### src/rtl/alu_pkg.sv
// Shared ALU definitions: add/sub opcode encodings and the result flag bundle.
package alu_pkg;

   localparam logic [1:0] OP_ADD = 2'b00;
   localparam logic [1:0] OP_SUB = 2'b01;
   localparam logic [1:0] OP_ADC = 2'b10;
   localparam logic [1:0] OP_SBB = 2'b11;

   typedef struct packed {
      logic cout;
      logic zero;
      logic neg;
      logic ovf;
   } alu_flags_t;

endpackage

### src/rtl/cla_group.sv
// One carry-lookahead group: BLK sum bits plus the group carry-out in sum_o[BLK].
module cla_group #(
   parameter int unsigned BLK = 8
) (
   input  logic [BLK-1:0] a_i,
   input  logic [BLK-1:0] b_i,
   input  logic           cin_i,
   output logic [BLK:0]   sum_o
);

   logic [BLK-1:0] p;
   logic [BLK-1:0] g;
   logic [BLK:0]   c;

   assign p = a_i ^ b_i;
   assign g = a_i & b_i;

   // Each carry is a flat sum of products over g/p and cin, not a ripple chain.
   always_comb begin
      logic acc;
      logic prod;
      acc  = 1'b0;
      prod = 1'b0;
      c    = '0;
      c[0] = cin_i;
      for (int i = 0; i < BLK; i++) begin
         acc  = g[i];
         prod = p[i];
         for (int j = i - 1; j >= 0; j--) begin
            acc  = acc | (prod & g[j]);
            prod = prod & p[j];
         end
         c[i+1] = acc | (prod & cin_i);
      end
   end

   assign sum_o = {c[BLK], p ^ c[BLK-1:0]};

endmodule

### src/rtl/cla_addsub_pipe.sv
// Pipelined CLA adder/subtractor: one lookahead group per stage, carry registered between
// stages, valid/ready on both sides, flags registered alongside the final sum.
module cla_addsub_pipe
   import alu_pkg::*;
#(
   parameter int unsigned WIDTH = 32,
   parameter int unsigned BLK   = 8
) (
   input  logic             clk,
   input  logic             rst,
   input  logic             in_valid,
   output logic             in_ready,
   input  logic [WIDTH-1:0] a,
   input  logic [WIDTH-1:0] b,
   input  logic [1:0]       op,
   input  logic             cin,
   output logic             out_valid,
   input  logic             out_ready,
   output logic [WIDTH-1:0] sum,
   output logic             cout,
   output logic             zero,
   output logic             neg,
   output logic             ovf
);

   localparam int unsigned NS  = WIDTH / BLK;
   localparam int unsigned MSB = WIDTH - 1;

   if ((BLK < 1) || (BLK > 16) || ((WIDTH % BLK) != 0)) begin : g_bad_params
      $error("cla_addsub_pipe: WIDTH must be a multiple of BLK and BLK must be 1..16");
   end

   logic             advance;
   logic [WIDTH-1:0] b_eff;
   logic             c0;

   always_comb begin
      b_eff = op[0] ? ~b : b;
      c0    = 1'b0;
      unique case (op)
         OP_ADD:  c0 = 1'b0;
         OP_SUB:  c0 = 1'b1;
         OP_ADC:  c0 = cin;
         OP_SBB:  c0 = cin;
         default: c0 = 1'b0;
      endcase
   end

   // Register rank k holds the result of group k; rank NS-1 is the output register.
   logic             v_q [NS];
   logic [WIDTH-1:0] a_q [NS];
   logic [WIDTH-1:0] b_q [NS];
   logic [WIDTH-1:0] s_q [NS];
   logic             c_q [NS];

   logic             st_v [NS];
   logic [WIDTH-1:0] st_a [NS];
   logic [WIDTH-1:0] st_b [NS];
   logic [WIDTH-1:0] st_s [NS];
   logic             st_c [NS];

   alu_flags_t flags_d;
   alu_flags_t flags_q;

   assign advance  = ~v_q[NS-1] | out_ready;
   assign in_ready = advance;

   for (genvar k = 0; k < NS; k++) begin : g_stage
      logic [BLK:0]     grp;
      logic [WIDTH-1:0] s_d;

      if (k == 0) begin : g_head
         assign st_v[k] = in_valid;
         assign st_a[k] = a;
         assign st_b[k] = b_eff;
         assign st_s[k] = '0;
         assign st_c[k] = c0;
      end else begin : g_body
         assign st_v[k] = v_q[k-1];
         assign st_a[k] = a_q[k-1];
         assign st_b[k] = b_q[k-1];
         assign st_s[k] = s_q[k-1];
         assign st_c[k] = c_q[k-1];
      end

      cla_group #(
         .BLK (BLK)
      ) u_grp (
         .a_i   (st_a[k][k*BLK +: BLK]),
         .b_i   (st_b[k][k*BLK +: BLK]),
         .cin_i (st_c[k]),
         .sum_o (grp)
      );

      always_comb begin
         s_d                 = st_s[k];
         s_d[k*BLK +: BLK]   = grp[BLK-1:0];
      end

      always_ff @(posedge clk) begin
         if (rst) begin
            v_q[k] <= 1'b0;
            a_q[k] <= '0;
            b_q[k] <= '0;
            s_q[k] <= '0;
            c_q[k] <= 1'b0;
         end else if (advance) begin
            v_q[k] <= st_v[k];
            a_q[k] <= st_a[k];
            b_q[k] <= st_b[k];
            s_q[k] <= s_d;
            c_q[k] <= grp[BLK];
         end
      end

      if (k == NS - 1) begin : g_flags
         assign flags_d = '{
            cout: grp[BLK],
            zero: (s_d == '0),
            neg:  s_d[MSB],
            ovf:  (st_a[k][MSB] == st_b[k][MSB]) & (s_d[MSB] != st_a[k][MSB])
         };
      end
   end

   always_ff @(posedge clk) begin
      if (rst) begin
         flags_q <= '0;
      end else if (advance) begin
         flags_q <= flags_d;
      end
   end

   assign out_valid = v_q[NS-1];
   assign sum       = s_q[NS-1];
   assign cout      = flags_q.cout;
   assign zero      = flags_q.zero;
   assign neg       = flags_q.neg;
   assign ovf       = flags_q.ovf;

endmodule

### config.mk
export PLATFORM = sky130hd
export DESIGN_NAME = cla_addsub_pipe
export DESIGN_NICKNAME = d
export VERILOG_FILES = /design/src/rtl/alu_pkg.sv /design/src/rtl/cla_group.sv /design/src/rtl/cla_addsub_pipe.sv
export SDC_FILE = /design/constraint.sdc
export NUM_CORES = 1
export LEC_CHECK = 0
export CORE_MARGIN = 4
export CORE_UTILIZATION = 50
export CTS_CLUSTER_DIAMETER = 120
export DETAILED_ROUTE_END_ITERATION = 10
export GPL_ROUTABILITY_DRIVEN = 0
export GPL_TIMING_DRIVEN = 0
export HOLD_SLACK_MARGIN = 0.02
export PLACE_DENSITY = 0.76
export SYNTH_ARGS = -nofsm -noshare
export SYNTH_HDL_FRONTEND = slang
export SYNTH_SLANG_ARGS = --single-unit
### constraint.sdc
create_clock -name clk -period 5.7 [get_ports clk]
set_input_delay 1.71 -clock clk [delete_from_list [all_inputs] [get_ports clk]]
set_output_delay 1.71 -clock clk [all_outputs]
set_load 0.01 [all_outputs]
==> results of run 1 <==
where the power goes:
group	total, W	internal, W	switching (W)
Sequential	0.00165	0.00162	0.0000310
Combinational	0.000336	0.000175	0.000161
Clock	0.00114	0.000647	0.000490
Total	0.00312	0.00244	0.000682
stage by stage:
stage	TNS, ps	power [W]	util (%)	hold slack, ps	area, um^2
6_report	0	0.003124	64.09	469.5	10290
5_1_grt	0	0.003250	64.09	496.9	10290
4_1_cts	0	0.003145	64.09	469.7	10290
3_5_place_dp	0	0.002018	60.51	461.4	9717
3_3_place_gp	-229320	0.002003	60.01	443.3	9637
2_1_floorplan	0	0.001869	-	470.0	8295
metal layers:
layer	routed length, um	share of wire, %	GRT usage, %	vias to the layer above
li1	-	-	-	2342
met1	5983	41	20.34	2161
met2	7306	50	28.40	141
met3	956	6.6	3.162	27
met4	310	2.1	7.761	0
met5	0	0	0	-
layout make-up:
type | instances | area [um^2] | area share (%)
Buffer | 24 | 97.59 | 0.9483
Clock buffer | 18 | 429.2 | 4.170
Clock inverter | 13 | 145.1 | 1.410
Inverter | 15 | 60.06 | 0.5836
Multi-Input combinational cell | 366 | 2562 | 24.90
Sequential cell | 187 | 5575 | 54.18
Tap cell | 216 | 270.3 | 2.626
Timing Repair Buffer | 111 | 1151 | 11.19
sequential cells by signal (all words and copies together), names as in the netlist:
signal	count
b_q	48
ovf	1
cout	1
zero	1
v_q	4
c_q	3
s_q	80
a_q	48
neg	1
layout by cell type (no fill, tap or decap), types with 4 or more instances in the layout:
cell and instances:
a211oi_1 4, a21o_1 10, a21oi_1 13, and2_1 128
buf_1 5, buf_12 4, clkbuf_1 19, clkbuf_16 17
clkdlybuf4s50_1 107, clkinvlp_4 4, dfxtp_1 4, edfxtp_1 183
fa_1 4, ha_1 33, inv_1 14, nand2_1 7
nor2_1 58, nor3_1 6, nor4_1 5, or3_1 4
xnor2_1 38, xor2_1 18
worst max path at each step:
stage	start	endpoint	slack [ps]
after detailed placement	out_ready	in_ready	750
after CTS	out_ready	in_ready	740
after global placement	out_ready	b_q[0][15]	-1270
final	out_ready	in_ready	710
after global routing	out_ready	in_ready	590
after floorplan	out_ready	a_q[0][10]	200
cells by family (layout without fill, tap and decap cells):
| group | after synthesis | count (layout) | synth area share [%] |
|---|---|---|---|
| AOI/OAI and AO/OA | 49 | 49 | 3.984 |
| xor gates and xnor gates | 56 | 56 | 5.915 |
| adders and majority gates | 37 | 37 | 5.945 |
| buffers and inverters | 39 | 181 | 1.856 |
| DFF | 187 | 187 | 67.24 |
| muxes | 2 | 2 | 0.2565 |
| and+or+nand+nor | 222 | 222 | 14.80 |
critical path: cells and delay by family:
kind,cells,cell delay (ps)
buf+inv,3,1140
simple gates,1,420
==> impl_metrics.toml, run 1 <==
[setup_path]
crit_type = "in -> out"
r2r-start = "v_q[3]"
crit_arrival_ps = 3280
slowest_stage = "clkdlybuf4s50_1"
cp_max_fo = 5
reg2reg_depth = 6
slowest_delay_ps = 540
cp_cell_sequence = "clkdlybuf4s50_1 > nor2b_1 > inv_1 > clkdlybuf4s50_1"
reg2reg_slack_ps = 2980
worst_setup_path_end_kind = "output pin"
cp-start-kind = "primary input"
cp.required_ps = 3990
critPathMostFrequentCell = "clkdlybuf4s50_1"
reg2reg_to = "b_q[0][24]"

[synth]
yosys.area.top_type = "edfxtp_1"
synth_ff_type = "edfxtp_1"
yosysMostFrequentCell = "edfxtp_1"
synth_edf_count = 183
synth-warning-count = 0
ys_seq_area_share_pct = 67.24
ys_top_cells_by_count = "edfxtp_1, and2_1, nor2_1"
ys_types = 42
ys_async_sr_fraction_pct = 0
synth_nets = 700
synth-seq-cells = 187
synthTopCellsByArea = "edfxtp_1, and2_1, ha_1, xnor2_1, nor2_1"
synth_top_area_share_pct = 66.27
syn-instance-count = 592
syn_area_per_cell_um2 = 14.01
syn_area_um2 = 8292

[drt]
drc = 0
detail_route.wl_per_cell_um = 15.32
drt_iter0_drc = 236
viasPerCell = 4.917
drt_wl_total_mm = 14.56
ant_nets = 0
vias = 4671
dr.pass1.iters = 5

[die]
core_area_um2 = 16060
rows = 46
die_w_um = 136.8
ioPinCount = 109
die_h_um = 136.8
fp.dieArea_um2 = 18710
initial_core_util_pct = 51.64

[timing]
relSlewSlack_pct = 49.96
hold_viol = 0
tightestPinTransition_ps = 750.6
finalClockSkew_ps = 7.972
fin_ws_ps = 709.3
grt_setup_unrepaired = "no"
setup_viol = 0
min_period_over_period_pct = 87.56
period_minus_slack_ps = 4991
slew_viol_final = 0
fmax_mhz = 200.4

[placed_design]
place_hpwl_mm = 10.62
dp_cells = 919
place_ws_ps = 747.9
portBuffers = 107

[worst_hold_path]
hold_end = "neg"
hp-start = "neg"
hold_class = "reg -> reg"
min_path_cells = 2

[global_route]
grt_pass1_wl_mm = 23.25
antenna_found_initial = 0
grt.overflow.total = 0
grtUsageTotal_pct = 16.57
grt_pass1_vias = 4716
grt_start_max_net_pins = 49

[clock_network]
cts_tree = "yes"
numCtsBuffers = 17
post_cts_buffers = 0
hold_buffers = 0
ctsLongestPathBuffers = 2
clkTransAtPathRegs_ps = 60
clk_latency_ps = 430
h-tree-depth = 4
numClockSinks = 187
ctsRootBufferMaster = "clkbuf_16"
cts_resized = 0

[layout]
antenna_cells = 0
nets = 830
layout-drive-gt1-share_pct = 5.041
fill_cells = 1144
syn2layout_area_growth_pct = 24.11
stdcell_count = 950

[power]
powerDensity_nw_per_um2 = 303.5
leakagePower_nw = 4.222
ir_worst_vdd_uv = 210.9

[job]
drv_cap = 0

[run_status]
run_status = "finished clean"
(Power assumes the default switching activity.)
==> inputs of run 2 (changes only) <==
- ABC_AREA: not set -> 1
- CORE_UTILIZATION: 50 -> 51
- PLACE_DENSITY: 0.76 -> 0.77
==> run 2 against run 1 <==
Clock power barely moved. Worst setup slack improved by 370 ps. Critical path type unchanged. Sequential cell count did not move. Critical endpoint unchanged. Largest power group unchanged.
==> impl_metrics.toml, run 2 <==
[clock_network]
cts_resized = 0
ctsLongestPathBuffers = 2
numCtsBuffers = 17
hold_buffers = 0
post_cts_buffers = 0
clk_latency_ps = 430
ctsRootBufferMaster = "clkbuf_16"
numClockSinks = 187
cts_tree = "yes"
clkTransAtPathRegs_ps = 70
h-tree-depth = 4

[global_route]
grt_pass1_wl_mm = 27.11
grt_start_max_net_pins = 48
grt_pass1_vias = 5651
grtUsageTotal_pct = 17.15
antenna_found_initial = 0
grt.overflow.total = 0

[setup_path]
cp-start-kind = "primary input"
crit_type = "in -> out"
r2r-start = "v_q[3]"
critical_path.endpoint = "in_ready"
worst_setup_path_end_kind = "output pin"
reg2reg_to = "b_q[0][19]"
crit_cells = 4
reg2reg_slack_ps = 2890
crit_buf_inv = 3
startpoint = "out_ready"
reg2reg_depth = 8
cp.required_ps = 3990
crit_arrival_ps = 2910
critPathMostFrequentCell = "clkdlybuf4s50_1"
critPathTopFamily = "buffers and inverters"
cp_max_fo = 2
slowest_stage = "clkdlybuf4s50_1"
cp_cell_sequence = "clkdlybuf4s50_1 > nor2_1 > inv_1 > clkdlybuf4s50_1"
slowest_delay_ps = 480

[power]
powerDensity_nw_per_um2 = 292.9
leakagePower_nw = 4.823
ir_worst_vdd_uv = 195.3

[drt]
drt_wl_total_mm = 17.05
dr.pass1.iters = 5
viasPerCell = 4.794
detail_route.wl_per_cell_um = 13.53
drc = 0
drt_iter0_drc = 501
ant_nets = 0
vias = 6040

[synth]
synth-seq-cells = 187
ys_top_cells_by_count = "nor2_1, edfxtp_1, inv_1"
syn_area_um2 = 9130
synth_nets = 1000
yosysMostFrequentCell = "nor2_1"
syn-instance-count = 892
synth_edf_count = 183
synth-warning-count = 0
synthTopCellsByArea = "edfxtp_1, nor2_1, inv_1, ha_1, nand2_1"
yosys.area.top_type = "edfxtp_1"
ys_async_sr_fraction_pct = 0
synth_top_area_share_pct = 60.19
ys_seq_area_share_pct = 61.07
synth_ff_type = "edfxtp_1"
ys_types = 35
syn_area_per_cell_um2 = 10.24

[layout]
reg_top3 = "s_q: 80 flops, a_q: 48 flops, b_q: 48 flops"
final_common_cell = "nor2_1"
layout-drive-gt1-share_pct = 8.309
antenna_cells = 0
regMostFlops = "s_q"
layout_common_cells = "nor2_1, edfxtp_1, inv_1"
fin_area_um2 = 11140
nets = 1130
syn2layout_area_growth_pct = 22.04
largest_reg_flops = 80

[placed_design]
place_hpwl_mm = 12.54
portBuffers = 107
place_area_um2 = 10570
place_ws_ps = 1078

[die]
ioPinCount = 109
initial_core_util_pct = 52.42
rows = 48
core_area_um2 = 17420
die_w_um = 141.8
fp.dieArea_um2 = 20110
die_h_um = 141.8

[timing]
period_minus_slack_ps = 4617
whs_ps = 467.8
finalClockSkew_ps = 7.599
grt_setup_unrepaired = "no"
fmax_mhz = 216.6
tightestPinTransition_ps = 770.3
hold_viol = 0
setup_viol = 0
relSlewSlack_pct = 48.64
slew_viol_final = 0
min_period_over_period_pct = 81.00
fin_ws_ps = 1083

[worst_hold_path]
hold_class = "reg -> reg"

[job]
drv_cap = 0

[run_status]
run_status = "finished clean"
## run 2: cell count changes after synthesis, moves of 10 or more
cell and delta:
nand3_1 +44, nor2_1 +147, xnor2_1 -12, nand4_1 +20, and2_1 -128, clkbuf_1 -13, buf_2 +22, a21o_1 -10
nand2_1 +59, a21oi_1 +19, inv_1 +160
## run 2: worst min-delay path by stage
stage	slack, ps	to	cells past startpoint	startpoint
floorplan	480	zero	2	zero
global placement	450	cout	2	cout
detailed placement	450	neg	2	neg
CTS	470	neg	2	neg
global route	490	zero	2	zero
finish	470	neg	2	neg
## run 2: cell families after synthesis
logic type                 synth area share, %
and+or+nand+nor                          17.20
AOI/OAI and AO/OA                        3.275
DFF                                      61.07
xor gates and xnor gates                 3.741
buffers and inverters                    9.319
adders and majority gates                5.400
## run 2: layout make-up
cell class | instances | area (um^2)
plain buffers | 34 | 178.9
repair buffers | 111 | 1151
clock inverters | 13 | 142.6
fillers | 1378 | 6275
flip-flops and latches | 187 | 5575
multi-input cells | 492 | 2704
inverters | 179 | 675.6
well taps | 225 | 281.5
clock buffers | 19 | 432.9
## run 2: power breakdown
| group | total [W] | internal, W | switching, W |
|---|---|---|---|
| clock | 0.00116 | 0.000651 | 0.000505 |
| sequential | 0.00167 | 0.00163 | 0.0000380 |
| combinational | 0.000440 | 0.000194 | 0.000247 |
## run 2: layer usage
metal | global-route usage (%) | routed length (um) | share of wire, % | vias to the layer above
li1 | - | - | - | 3138
met2 | 27.91 | 8210 | 48 | 195
met4 | 6.061 | 320 | 1.9 | 0
met1 | 22.87 | 7415 | 44 | 2684
met3 | 3.775 | 1098 | 6.4 | 23
met5 | 0 | 0 | 0 | -
## run 2: tightest hold or removal path: cells and delay by family, from the launching register on
family,cells,cell delay (ps)
AO/OA/AOI/OAI,1,50
flip-flops,1,310
AND/OR/NAND/NOR,1,60
## run 2: stage by stage
step	cells	utilization, %	power, W	setup TNS, ps
2_1_floorplan	892	-	0.001961	0
3_3_place_gp	1224	60.21	0.002117	-231100
3_5_place_dp	1228	60.67	0.002132	0
4_1_cts	1260	63.97	0.003280	0
5_1_grt	1260	63.97	0.003400	0
6_report	1260	63.97	0.003263	0
